File: src/rtl/ws2812_pkg.sv
// Shared WS2812 definitions: decoder state encoding, 50 MHz line timing and pixel width.
// The transmitter uses the same timing constants.
package ws2812_pkg;

    typedef enum logic [1:0] {
        SYNC_WAIT = 2'd0,
        IDLE      = 2'd1,
        HIGH      = 2'd2,
        LOW       = 2'd3
    } ws_state_t;

    localparam int T0H     = 20;
    localparam int T1H     = 40;
    localparam int T0L     = 43;
    localparam int T1L     = 23;
    localparam int T_RESET = 2500;

    localparam int PIX_W   = 24;

endpackage

File: src/rtl/ws2812_pulse_meter.sv
// Synchronizes the serial line, measures high/low widths and classifies each high pulse.
// state     | meaning
// SYNC_WAIT | waiting for a full latch-length low gap before trusting the line
// IDLE      | synchronized, line low, waiting for the first rising edge
// HIGH      | measuring a high pulse
// LOW       | measuring the low time after a bit
module ws2812_pulse_meter
    import ws2812_pkg::*;
#(
    parameter int THRESH_CYC   = 32,
    parameter int MIN_HIGH_CYC = 8,
    parameter int MAX_HIGH_CYC = 60,
    parameter int RESET_CYC    = T_RESET
) (
    input  logic clk,
    input  logic rst_n,
    input  logic din,
    output logic bit_strobe,
    output logic bit_value,
    output logic glitch,
    output logic too_long,
    output logic latch
);

    localparam int CNT_MAX = ((RESET_CYC > MAX_HIGH_CYC) ? RESET_CYC : MAX_HIGH_CYC) + 1;
    localparam int CNT_W   = $clog2(CNT_MAX + 1);

    localparam logic [CNT_W-1:0] CNT_SAT  = CNT_W'(CNT_MAX);
    localparam logic [CNT_W-1:0] THR_C    = CNT_W'(THRESH_CYC);
    localparam logic [CNT_W-1:0] MIN_C    = CNT_W'(MIN_HIGH_CYC);
    localparam logic [CNT_W-1:0] MAX_C    = CNT_W'(MAX_HIGH_CYC);
    localparam logic [CNT_W-1:0] RST_C    = CNT_W'(RESET_CYC);
    localparam logic [CNT_W-1:0] CNT_ONE  = CNT_W'(1);

    logic             sync1, din_s, din_d;
    logic             rise, fall;
    ws_state_t        state, state_nxt;
    logic [CNT_W-1:0] cnt, cnt_nxt, cnt_inc;

    always_ff @(posedge clk or negedge rst_n) begin
        if (!rst_n) begin
            sync1 <= 1'b0;
            din_s <= 1'b0;
            din_d <= 1'b0;
            state <= SYNC_WAIT;
            cnt   <= '0;
        end else begin
            sync1 <= din;
            din_s <= sync1;
            din_d <= din_s;
            state <= state_nxt;
            cnt   <= cnt_nxt;
        end
    end

    assign rise    = din_s & ~din_d;
    assign fall    = ~din_s & din_d;
    assign cnt_inc = (cnt == CNT_SAT) ? cnt : cnt + 1'b1;

    // cnt holds the number of samples seen at the current level, the edge cycle counting as one
    always_comb begin
        state_nxt  = state;
        cnt_nxt    = cnt;
        bit_strobe = 1'b0;
        bit_value  = 1'b0;
        glitch     = 1'b0;
        too_long   = 1'b0;
        latch      = 1'b0;
        case (state)
            SYNC_WAIT: begin
                if (din_s) begin
                    cnt_nxt = '0;
                end else if (cnt_inc >= RST_C) begin
                    state_nxt = IDLE;
                    cnt_nxt   = '0;
                end else begin
                    cnt_nxt = cnt_inc;
                end
            end
            IDLE: begin
                if (rise) begin
                    state_nxt = HIGH;
                    cnt_nxt   = CNT_ONE;
                end
            end
            HIGH: begin
                if (fall) begin
                    state_nxt = LOW;
                    cnt_nxt   = CNT_ONE;
                    if (cnt < MIN_C) begin
                        glitch = 1'b1;
                    end else begin
                        bit_strobe = 1'b1;
                        bit_value  = (cnt >= THR_C);
                    end
                end else if (cnt >= MAX_C) begin
                    too_long  = 1'b1;
                    state_nxt = SYNC_WAIT;
                    cnt_nxt   = '0;
                end else begin
                    cnt_nxt = cnt_inc;
                end
            end
            LOW: begin
                if (rise) begin
                    state_nxt = HIGH;
                    cnt_nxt   = CNT_ONE;
                end else if (cnt_inc >= RST_C) begin
                    latch     = 1'b1;
                    state_nxt = IDLE;
                    cnt_nxt   = '0;
                end else begin
                    cnt_nxt = cnt_inc;
                end
            end
            default: begin
                state_nxt = SYNC_WAIT;
                cnt_nxt   = '0;
            end
        endcase
    end

endmodule

File: src/rtl/ws2812_rx.sv
// WS2812 receiver: assembles GRB pixel words from decoded bits and hands them out on valid/ready.
// Defining WS2812_RX_STATS_EN adds frame_count and err_count outputs.
module ws2812_rx
    import ws2812_pkg::*;
#(
    parameter int CLK_HZ        = 50000000,
    parameter int THRESH_CYC    = 32,
    parameter int MIN_HIGH_CYC  = 8,
    parameter int MAX_HIGH_CYC  = 60,
    parameter int RESET_CYC     = T_RESET,
    parameter int PIX_PER_FRAME = 64,
    parameter int IDX_W         = (PIX_PER_FRAME > 1) ? $clog2(PIX_PER_FRAME) : 1
) (
    input  logic             clk,
    input  logic             rst_n,
    input  logic             din,
    output logic [23:0]      pix_data,
    output logic [IDX_W-1:0] pix_index,
    output logic             pix_valid,
    input  logic             pix_ready,
    output logic             frame_done,
    output logic             frame_short,
    output logic             bit_err,
    output logic             overflow
`ifdef WS2812_RX_STATS_EN
    ,
    output logic [15:0]      frame_count,
    output logic [7:0]       err_count
`endif
);

    // pix_seen saturates above PIX_PER_FRAME so the short-frame check survives index wrap
    localparam int SEEN_W = $clog2(PIX_PER_FRAME + 2);
    localparam logic [SEEN_W-1:0] SEEN_MAX  = SEEN_W'(PIX_PER_FRAME + 1);
    localparam logic [SEEN_W-1:0] SEEN_FULL = SEEN_W'(PIX_PER_FRAME);
    localparam logic [4:0]        BIT_LAST  = 5'(PIX_W - 1);

    logic              bit_strobe, bit_value, glitch, too_long, latch;
    logic [PIX_W-2:0]  word;
    logic [PIX_W-1:0]  word_nxt;
    logic [4:0]        bit_cnt;
    logic [IDX_W-1:0]  pix_cnt;
    logic [SEEN_W-1:0] pix_seen;
    logic              got_bit;
    logic              word_done, out_free;

    ws2812_pulse_meter #(
        .THRESH_CYC   (THRESH_CYC),
        .MIN_HIGH_CYC (MIN_HIGH_CYC),
        .MAX_HIGH_CYC (MAX_HIGH_CYC),
        .RESET_CYC    (RESET_CYC)
    ) u_meter (
        .clk        (clk),
        .rst_n      (rst_n),
        .din        (din),
        .bit_strobe (bit_strobe),
        .bit_value  (bit_value),
        .glitch     (glitch),
        .too_long   (too_long),
        .latch      (latch)
    );

    assign word_nxt  = {word, bit_value};
    assign word_done = bit_strobe && (bit_cnt == BIT_LAST);
    assign out_free  = !pix_valid || pix_ready;

    always_ff @(posedge clk or negedge rst_n) begin
        if (!rst_n) begin
            word        <= '0;
            bit_cnt     <= '0;
            pix_cnt     <= '0;
            pix_seen    <= '0;
            got_bit     <= 1'b0;
            pix_data    <= '0;
            pix_index   <= '0;
            pix_valid   <= 1'b0;
            frame_done  <= 1'b0;
            frame_short <= 1'b0;
            bit_err     <= 1'b0;
            overflow    <= 1'b0;
        end else begin
            frame_done  <= 1'b0;
            frame_short <= 1'b0;
            overflow    <= 1'b0;
            if (pix_valid && pix_ready) begin
                pix_valid <= 1'b0;
            end
            if (bit_strobe) begin
                word    <= word_nxt[PIX_W-2:0];
                got_bit <= 1'b1;
                if (word_done) begin
                    bit_cnt <= '0;
                    pix_cnt <= pix_cnt + 1'b1;
                    if (pix_seen != SEEN_MAX) begin
                        pix_seen <= pix_seen + 1'b1;
                    end
                    if (out_free) begin
                        pix_data  <= word_nxt;
                        pix_index <= pix_cnt;
                        pix_valid <= 1'b1;
                    end else begin
                        overflow <= 1'b1;
                        bit_err  <= 1'b1;
                    end
                end else begin
                    bit_cnt <= bit_cnt + 1'b1;
                end
            end
            if (glitch) begin
                bit_err <= 1'b1;
            end
            if (too_long) begin
                bit_err <= 1'b1;
                bit_cnt <= '0;
            end
            if (latch) begin
                if (bit_cnt != '0) begin
                    bit_err <= 1'b1;
                end
                if (got_bit) begin
                    frame_done  <= 1'b1;
                    frame_short <= (pix_seen != SEEN_FULL);
                end
                pix_cnt  <= '0;
                pix_seen <= '0;
                bit_cnt  <= '0;
                got_bit  <= 1'b0;
            end
        end
    end

`ifdef WS2812_RX_STATS_EN
    logic err_event;
    assign err_event = glitch || too_long || (word_done && !out_free) ||
                       (latch && (bit_cnt != '0));

    always_ff @(posedge clk or negedge rst_n) begin
        if (!rst_n) begin
            frame_count <= '0;
            err_count   <= '0;
        end else begin
            if (latch && got_bit) begin
                frame_count <= frame_count + 1'b1;
            end
            if (err_event && (err_count != 8'hFF)) begin
                err_count <= err_count + 1'b1;
            end
        end
    end
`endif

endmodule

File: config.mk
export PLATFORM = sky130hd
export DESIGN_NAME = ws2812_rx
export DESIGN_NICKNAME = d
export VERILOG_FILES = /design/src/rtl/ws2812_pkg.sv /design/src/rtl/ws2812_pulse_meter.sv /design/src/rtl/ws2812_rx.sv
export SDC_FILE = /design/constraint.sdc
export NUM_CORES = 1
export LEC_CHECK = 0
export ABC_AREA = 0
export CORE_ASPECT_RATIO = 1.5
export CORE_MARGIN = 5
export CORE_UTILIZATION = 60
export DETAILED_ROUTE_END_ITERATION = 10
export GPL_TIMING_DRIVEN = 1
export HOLD_SLACK_MARGIN = 0.15
export PLACE_DENSITY = 0.85
export SYNTH_ARGS = -nofsm -noshare
export SYNTH_HDL_FRONTEND = slang
export SYNTH_HIERARCHICAL = 1
export SYNTH_SLANG_ARGS = --single-unit
File: constraint.sdc
create_clock -name clk -period 4.7 [get_ports clk]
set_input_delay 0.94 -clock clk [delete_from_list [all_inputs] [get_ports clk]]
set_output_delay 0.94 -clock clk [all_outputs]
set_load 0.01 [all_outputs]
After elaboration in Yosys (flattened, before gate mapping)
Cells that the tools add are included.
- div/mod/pow operators: 0
- bitwise operators: 4
- magnitude comparators: 4
- shifts and indexed selects: 0
- reduce and logical (&&, ||, !) cells: 14
- mux-type cells: 61
- $mul: 0
- equal/unequal tests: 10
- $add $sub $neg: 4
- operator list (cell ; number):
    12-bit two-way mux ; 7
    12-bit one-hot mux with 4 select lines ; 1
    1-bit two-way mux ; 35
    7-bit two-way mux ; 4
    12-bit by 6-bit greater-or-equal comparator with 1-bit output, second input constant ; 2
    5-bit two-way mux ; 4
    6-bit two-way mux ; 3
    7-bit != test, second input constant ; 2
    12-bit by 1-bit adder with 12-bit output, second input constant ; 1
    12-bit equality test, second input constant ; 1
    12-bit greater-or-equal comparator, second input constant ; 1
    12-bit by 4-bit less-than comparator with 1-bit output, second input constant ; 1
    2-bit two-way mux ; 6
    3-bit AND reduction ; 3
    2-bit one-hot mux with 4 select lines ; 1
    7-bit by 1-bit adder with 7-bit output, second input constant ; 1
    6-bit by 1-bit adder with 6-bit output, second input constant ; 1
    2-bit nonzero test ; 3
    5-bit by 1-bit adder with 5-bit output, second input constant ; 1
    5-bit equality test, second input constant ; 1
    5-bit nonzero test ; 1
    2-bit equality test, second input constant ; 2
    3-bit by 1-bit != test with 1-bit output, second input constant ; 1
    3-bit nonzero test ; 1
    other kinds (10) ; 13
- bits of input ports: 4
- latch bits: 0
- memory bits (writable): 0
- memory bits (read-only): 0
- memories kept: 0
- logic and storage cells: 114
- register bits: 94
- output and inout port bits: 35

Longest topological paths before layout
- depth in word-level cells: 11
- gate-level depth with buffers: 11
- gate-level depth less buffers: 10

Hierarchy
Netlist, hierarchy kept.
- by module, submodules not included (module ; cells each ; area an instance (µm²) ; sequential area each (µm²) ; instances):
    ws2812_rx ; 232 ; 3324.4 ; 1926.8 ; 1
    ws2812_pulse_meter ; 158 ; 1310.0 ; 425.4 ; 1

Worst setup path before layout
Ideal clock, no wire load.
- path type: flip-flop to flip-flop
- from: reg u_meter.cnt[1]
- to: reg got_bit
- required time: 4.568 ns
- setup time: 0.132 ns
- slack: 2.088 ns
- cell stages (with the launch flop): 11
- clock period less this slack: 2.612 ns
- buffers on the path: 2
- arrival: 2.481 ns
- cells stage by stage: dfrtp_1 -> ha_1 -> nand3_1 -> nor2_1 -> xnor2_1 -> a31oi_1 -> o21ai_0 -> nor2_1 -> buf_1 -> clkbuf_1 -> nor2_1
- longest elaborated chain between the ends: 7
- elaborated cells on any way between the ends: 13
- those cells by class: add/sub (1); order compare (2); eq/ne (1); mux (8); reduce/logical (1)
- ends and longest elaborated chain (what ; RTL line ; text):
    start: declaration ; ws2812_pulse_meter.sv:38 ; logic [CNT_W-1:0] cnt, cnt_nxt, cnt_inc;
    start signal: assignment ; ws2812_pulse_meter.sv:52 ; cnt <= cnt_nxt;
    12-bit by 1-bit adder with 12-bit output / 12-bit equality test (equally long branches) ; ws2812_pulse_meter.sv:58 ; assign cnt_inc = (cnt == CNT_SAT) ? cnt : cnt + 1'b1;
    12-bit two-way mux * ; ws2812_pulse_meter.sv:58 ;
    12-bit greater-or-equal comparator * ; ws2812_pulse_meter.sv:108 ; end else if (cnt_inc >= RST_C) begin
    1-bit two-way mux * ; ws2812_pulse_meter.sv:108 ;
    1-bit two-way mux * ; ws2812_pulse_meter.sv:105 ; if (rise) begin
    1-bit two-way mux * ; ws2812_pulse_meter.sv:69 ; case (state)
    named net latch ; ws2812_rx.sv:38 ; logic bit_strobe, bit_value, glitch, too_long, latch;
    1-bit two-way mux / 2-bit nonzero test (equally long branches) ; -- ;
    end signal: assignment ; ws2812_rx.sv:73 ; got_bit <= 1'b0;
    end signal: assignment ; ws2812_rx.sv:90 ; got_bit <= 1'b1;
    end signal: assignment ; ws2812_rx.sv:127 ; got_bit <= 1'b0;
    end: declaration ; ws2812_rx.sv:44 ; logic got_bit;
The timed path passes the listed nets; every way through them passes the cells marked *.
A chain may end at the register's enable or synchronous reset.

Worst setup path in the final report
- from: reg u_meter.din_s
- to: reg pix_data[16]
- longest elaborated chain between the ends: 6
- ends and longest elaborated chain (what ; RTL line ; text):
    start: declaration ; ws2812_pulse_meter.sv:35 ; logic sync1, din_s, din_d;
    start signal: assignment ; ws2812_pulse_meter.sv:49 ; din_s <= sync1;
    1-bit inverter * ; ws2812_pulse_meter.sv:57 ; assign fall = ~din_s & din_d;
    1-bit bitwise AND * ; ws2812_pulse_meter.sv:57 ;
    1-bit two-way mux * ; ws2812_pulse_meter.sv:87 ; if (fall) begin
    1-bit two-way mux * ; ws2812_pulse_meter.sv:69 ;
    named net bit_strobe ; ws2812_rx.sv:38 ;
    1-bit logical AND ; ws2812_rx.sv:64 ; assign word_done = bit_strobe && (bit_cnt == BIT_LAST);
    3-bit AND reduction (no line) * ; -- ;
    end signal: assignment ; ws2812_rx.sv:98 ; pix_data <= word_nxt;
    end: declaration ; ws2812_rx.sv:17 ; output logic [23:0] pix_data,
Marked as above.

==> flow_results.org <==
** Worst setup path
- Setup slack on the worst flop-to-flop path :: 1260 ps
- The startpoint identified for the worst register-to-register timing path is u_meter/din_s$_DFF_PN0_.
- Crit-path max FO :: 16
- Kind of start point of the critical path :: flip-flop
- The worst register-to-register path has a depth of 8.
- Required time at the endpoint of the critical path :: 4910 ps
- The worst setup path is of the flip-flop to flip-flop kind.
- Reg2reg end :: pix_data[16]$_DFFE_PN0P_
- Crit. End Element :: flip-flop
- Data arrives at the worst endpoint at 3660 ps.

** Yosys
- Post-synthesis sequential area ratio :: 0.508
- Most used standard cells in the synthesized netlist :: dfrtp_1, mux2_4, nand2_1, nor2_1, mux2_2
- The cell count after synthesis came out at 390.
- In the synthesized netlist the async set-or-reset flop fraction comes to 1.00.
- Yosys printed 6 warnings.
- The synthesized design contains 0 enable-type register cells.
- By area the synthesized netlist is led by dfrtp_1, mux2_4, mux2_2.
- Unique masters post-synth :: 63
- Most numerous cell in the Yosys netlist :: dfrtp_1
- Largest area contributor in the netlist :: dfrtp_1
- Synthesis produced a netlist with a net count of 403.
- Flops & latches, synth :: 94
- The mapped netlist covers 0.00463 mm2.
- A synthesized cell averages 11.9 um2.
- Most frequently used flop master after synthesis :: dfrtp_1
- The share of synthesized area in the top cell type comes to 0.508.

** Cells and area
- Non-filler cells in the finished layout :: 529
- Antenna diode count :: 0
- Post-synthesis to final-layout area growth :: 14.5%
- Total non-filler cell area in the finished layout :: 0.00531 mm2
- Area occupied by multi-input gates :: 0.00205 mm2
- In the final layout, the share of cells above drive strength 1 is 0.215.
- Across the whole layout, storage elements account for 0.00235 mm2.
- Net count reported at finish :: 435
- After filler insertion, the fill cell instance count of the layout stands at 499.

** Global routing
- GRT Overall Usage :: 0.214
- Initial antenna violation count :: 0
- Pin count of the biggest net entering global routing :: 64
- Global-route wire length before repair :: 15900 um
- The number of global-route vias before repair came to 3192.
- GRT overflow :: 0

** Detailed routing
- Final wirelength :: 9190 um
- Post-route antenna net violation count :: 0
- Across all layers, the routed design uses 3069 vias.
- Average wire length per cell after detail routing :: 17.4 um
- Dividing the detail-routed via count by the number of cells gives 5.80.
- In this run, the number of DRC markers left after iteration 0 of detailed routing was 195.
- The first TritonRoute pass finished after 5 iterations.
- In the routed design, unresolved DRC markers number 0.

** Clock network
- Max Buffers Root-to-Sink :: 2
- Post-cts sizing count :: 0
- Hold buffer count at CTS :: 0
- After clock tree synthesis, the clock-pin slew on the worst setup and hold paths is 60 ps.
- The clock drives 94 sinks.
- Buffer cell driving the clock tree root :: clkbuf_16
- For the worst-skew pair, the clock arrives at the later sink with an insertion delay of 330 ps.
- Total clock buffers created by CTS :: 9
- TritonCTS built the clock tree.
- In this run the number of H-tree levels came out at 3.
- Once the clock tree was built, the setup fixing pass inserted 0 buffers.

** Timing
- In the final timing run, aggregate negative setup slack is 0 ps.
- Slew Limit Headroom :: 0.488
- Worst Clk Skew :: 5.87 ps
- Setup repair after global routing left no endpoint under its margin.
- Slew at the pin with the worst max-slew slack :: 765 ps
- The final count of hold timing violations was 0.
- Post-route setup slack :: 1260 ps
- Worst hold slack :: 368 ps
- Setup violations remaining at the end of the flow were counted as 0.
- Final worst-path cycle share :: 0.732
- The max-slew violation total from the final report is 0.
- Post-layout min period :: 3440 ps
- Derived from the worst setup path, the maximum achievable clock frequency is 290 MHz.

** Outcome
- The flow ran to the end, and the final reports show no timing, DRC or antenna violations.

** Min path
- Hold depth :: 0
- Endpoint of the worst hold-timing path :: u_meter/din_s$_DFF_PN0_
- Hold WC Path Type :: flip-flop to flip-flop
- Origin of the worst min-delay path :: u_meter/sync1$_DFF_PN0_

** Floorplan
- The core region is 0.00756 mm2.
- Starting utilization of the core area :: 0.613
- In this run the vertical extent of the chip is 118 um.
- Die outline area :: 0.00962 mm2
- The floorplan has 39 rows.
- In this run the count of I/O pins placed on the die edge is 39.
- The die is 81.8 um wide.

** Placement
- Placed instance area :: 0.00499 mm2
- Dpl cells :: 513
- Timing analysis after detailed placement gives a worst setup slack of 1290 ps.
- Summed over all nets, the half-perimeter wirelength after detailed placement is 6230 um.
- Buffers added on ports :: 38
- Placer congestion estimate :: 0.943

** Power
- Worst ir drop on vdd :: 0.000264 V
- For this design the static power due to leakage is 2.40 nW.
- Power density relative to cell area :: 310 mW/mm2

** Run
- Count of max-cap constraint violations :: 0
==> registers in the layout, summed over array words and instances (netlist names) <==
name,cells
bit_cnt,5
bit_err,1
frame_done,1
frame_short,1
got_bit,1
overflow,1
pix_cnt,6
pix_data,24
pix_index,6
pix_seen,7
pix_valid,1
u_meter/cnt,12
u_meter/din_d,1
u_meter/din_s,1
u_meter/state,2
u_meter/sync1,1
word,23
==> per-layer routing <==
| metal | global-route usage | wire, um |
|---|---|---|
| met1 | 0.274 | 3760 |
| met2 | 0.335 | 4790 |
| met3 | 0.0521 | 386 |
| met4 | 0.102 | 251 |
| met5 | 0 | 0 |
==> cells in the final DEF (no fill, tap or decap), types with 5 or more instances in the layout <==
master           Yosys  routed
a21oi_1             19      18
buf_4                1       5
clkbuf_16            0       9
clkdlybuf4s50_1      0      37
dfrtp_1             94      94
ha_1                 9       9
inv_1               13      13
mux2_2              24      24
mux2_4              30      30
nand2_1             27      27
nand2b_1             5       5
nand3_1             11      11
nand4_1              8       8
nor2_1              25      25
nor3_1              14      14
nor4_1               7       7
o21ai_0              9       9
xnor2_1             12      12
==> logic make-up after synthesis <==
kind of cell    Yosys count  synth area share
simple gates            125             0.148
flops                    94             0.508
mux                      57             0.162
compound gates           56            0.0791
buf+inv                  34            0.0505
xor+xnor                 15            0.0283
fa+ha+maj                 9            0.0243
==> through the flow <==
step / power (mW) / util
after floorplan: 0.879 / -
after global placement: 0.898 / 0.660
after detailed placement: 0.901 / 0.660
after CTS: 1.66 / 0.702
after global routing: 1.71 / 0.702
final: 1.65 / 0.702
==> worst max-delay path: stages (launching register included) <==
cell and delay [ps]:
dfrtp_1 450, or2b_2 360, or3_1 370, a21oi_2 160, nand3_2 230, or2_1 450, nor2b_4 550, buf_4 410
mux2_4 340
==> power breakdown <==
part / switching, mW / total (mW) / internal (mW)
clock network: 0.281 / 0.762 / 0.481
logic: 0.0355 / 0.0533 / 0.0179
registers: 0.0159 / 0.832 / 0.816
==> layout make-up <==
type	instances	area share
clock buffer	13	0.0472
clock inverter	3	0.0127
inverter	13	0.00920
multi-input combinational	262	0.387
sequential	94	0.443
tap	102	0.0241
timing repair buffer	42	0.0769
==> how the worst max path moves through the flow <==
stage	startpoint	end	slack [ps]	depth (start not counted)
CTS	u_meter/din_s$_DFF_PN0_	pix_data[16]$_DFFE_PN0P_	1260	8
floorplan	u_meter/cnt[1]$_DFFE_PN0P_	got_bit$_DFFE_PN0P_	2090	10
global route	u_meter/din_s$_DFF_PN0_	pix_index[2]$_DFFE_PN0P_	1100	8
detailed placement	u_meter/din_s$_DFF_PN0_	pix_data[14]$_DFFE_PN0P_	1290	8
finish	u_meter/din_s$_DFF_PN0_	pix_data[16]$_DFFE_PN0P_	1260	8
global placement	u_meter/din_s$_DFF_PN0_	pix_index[3]$_DFFE_PN0P_	1400	8
Power figures use the tool's default switching activity.
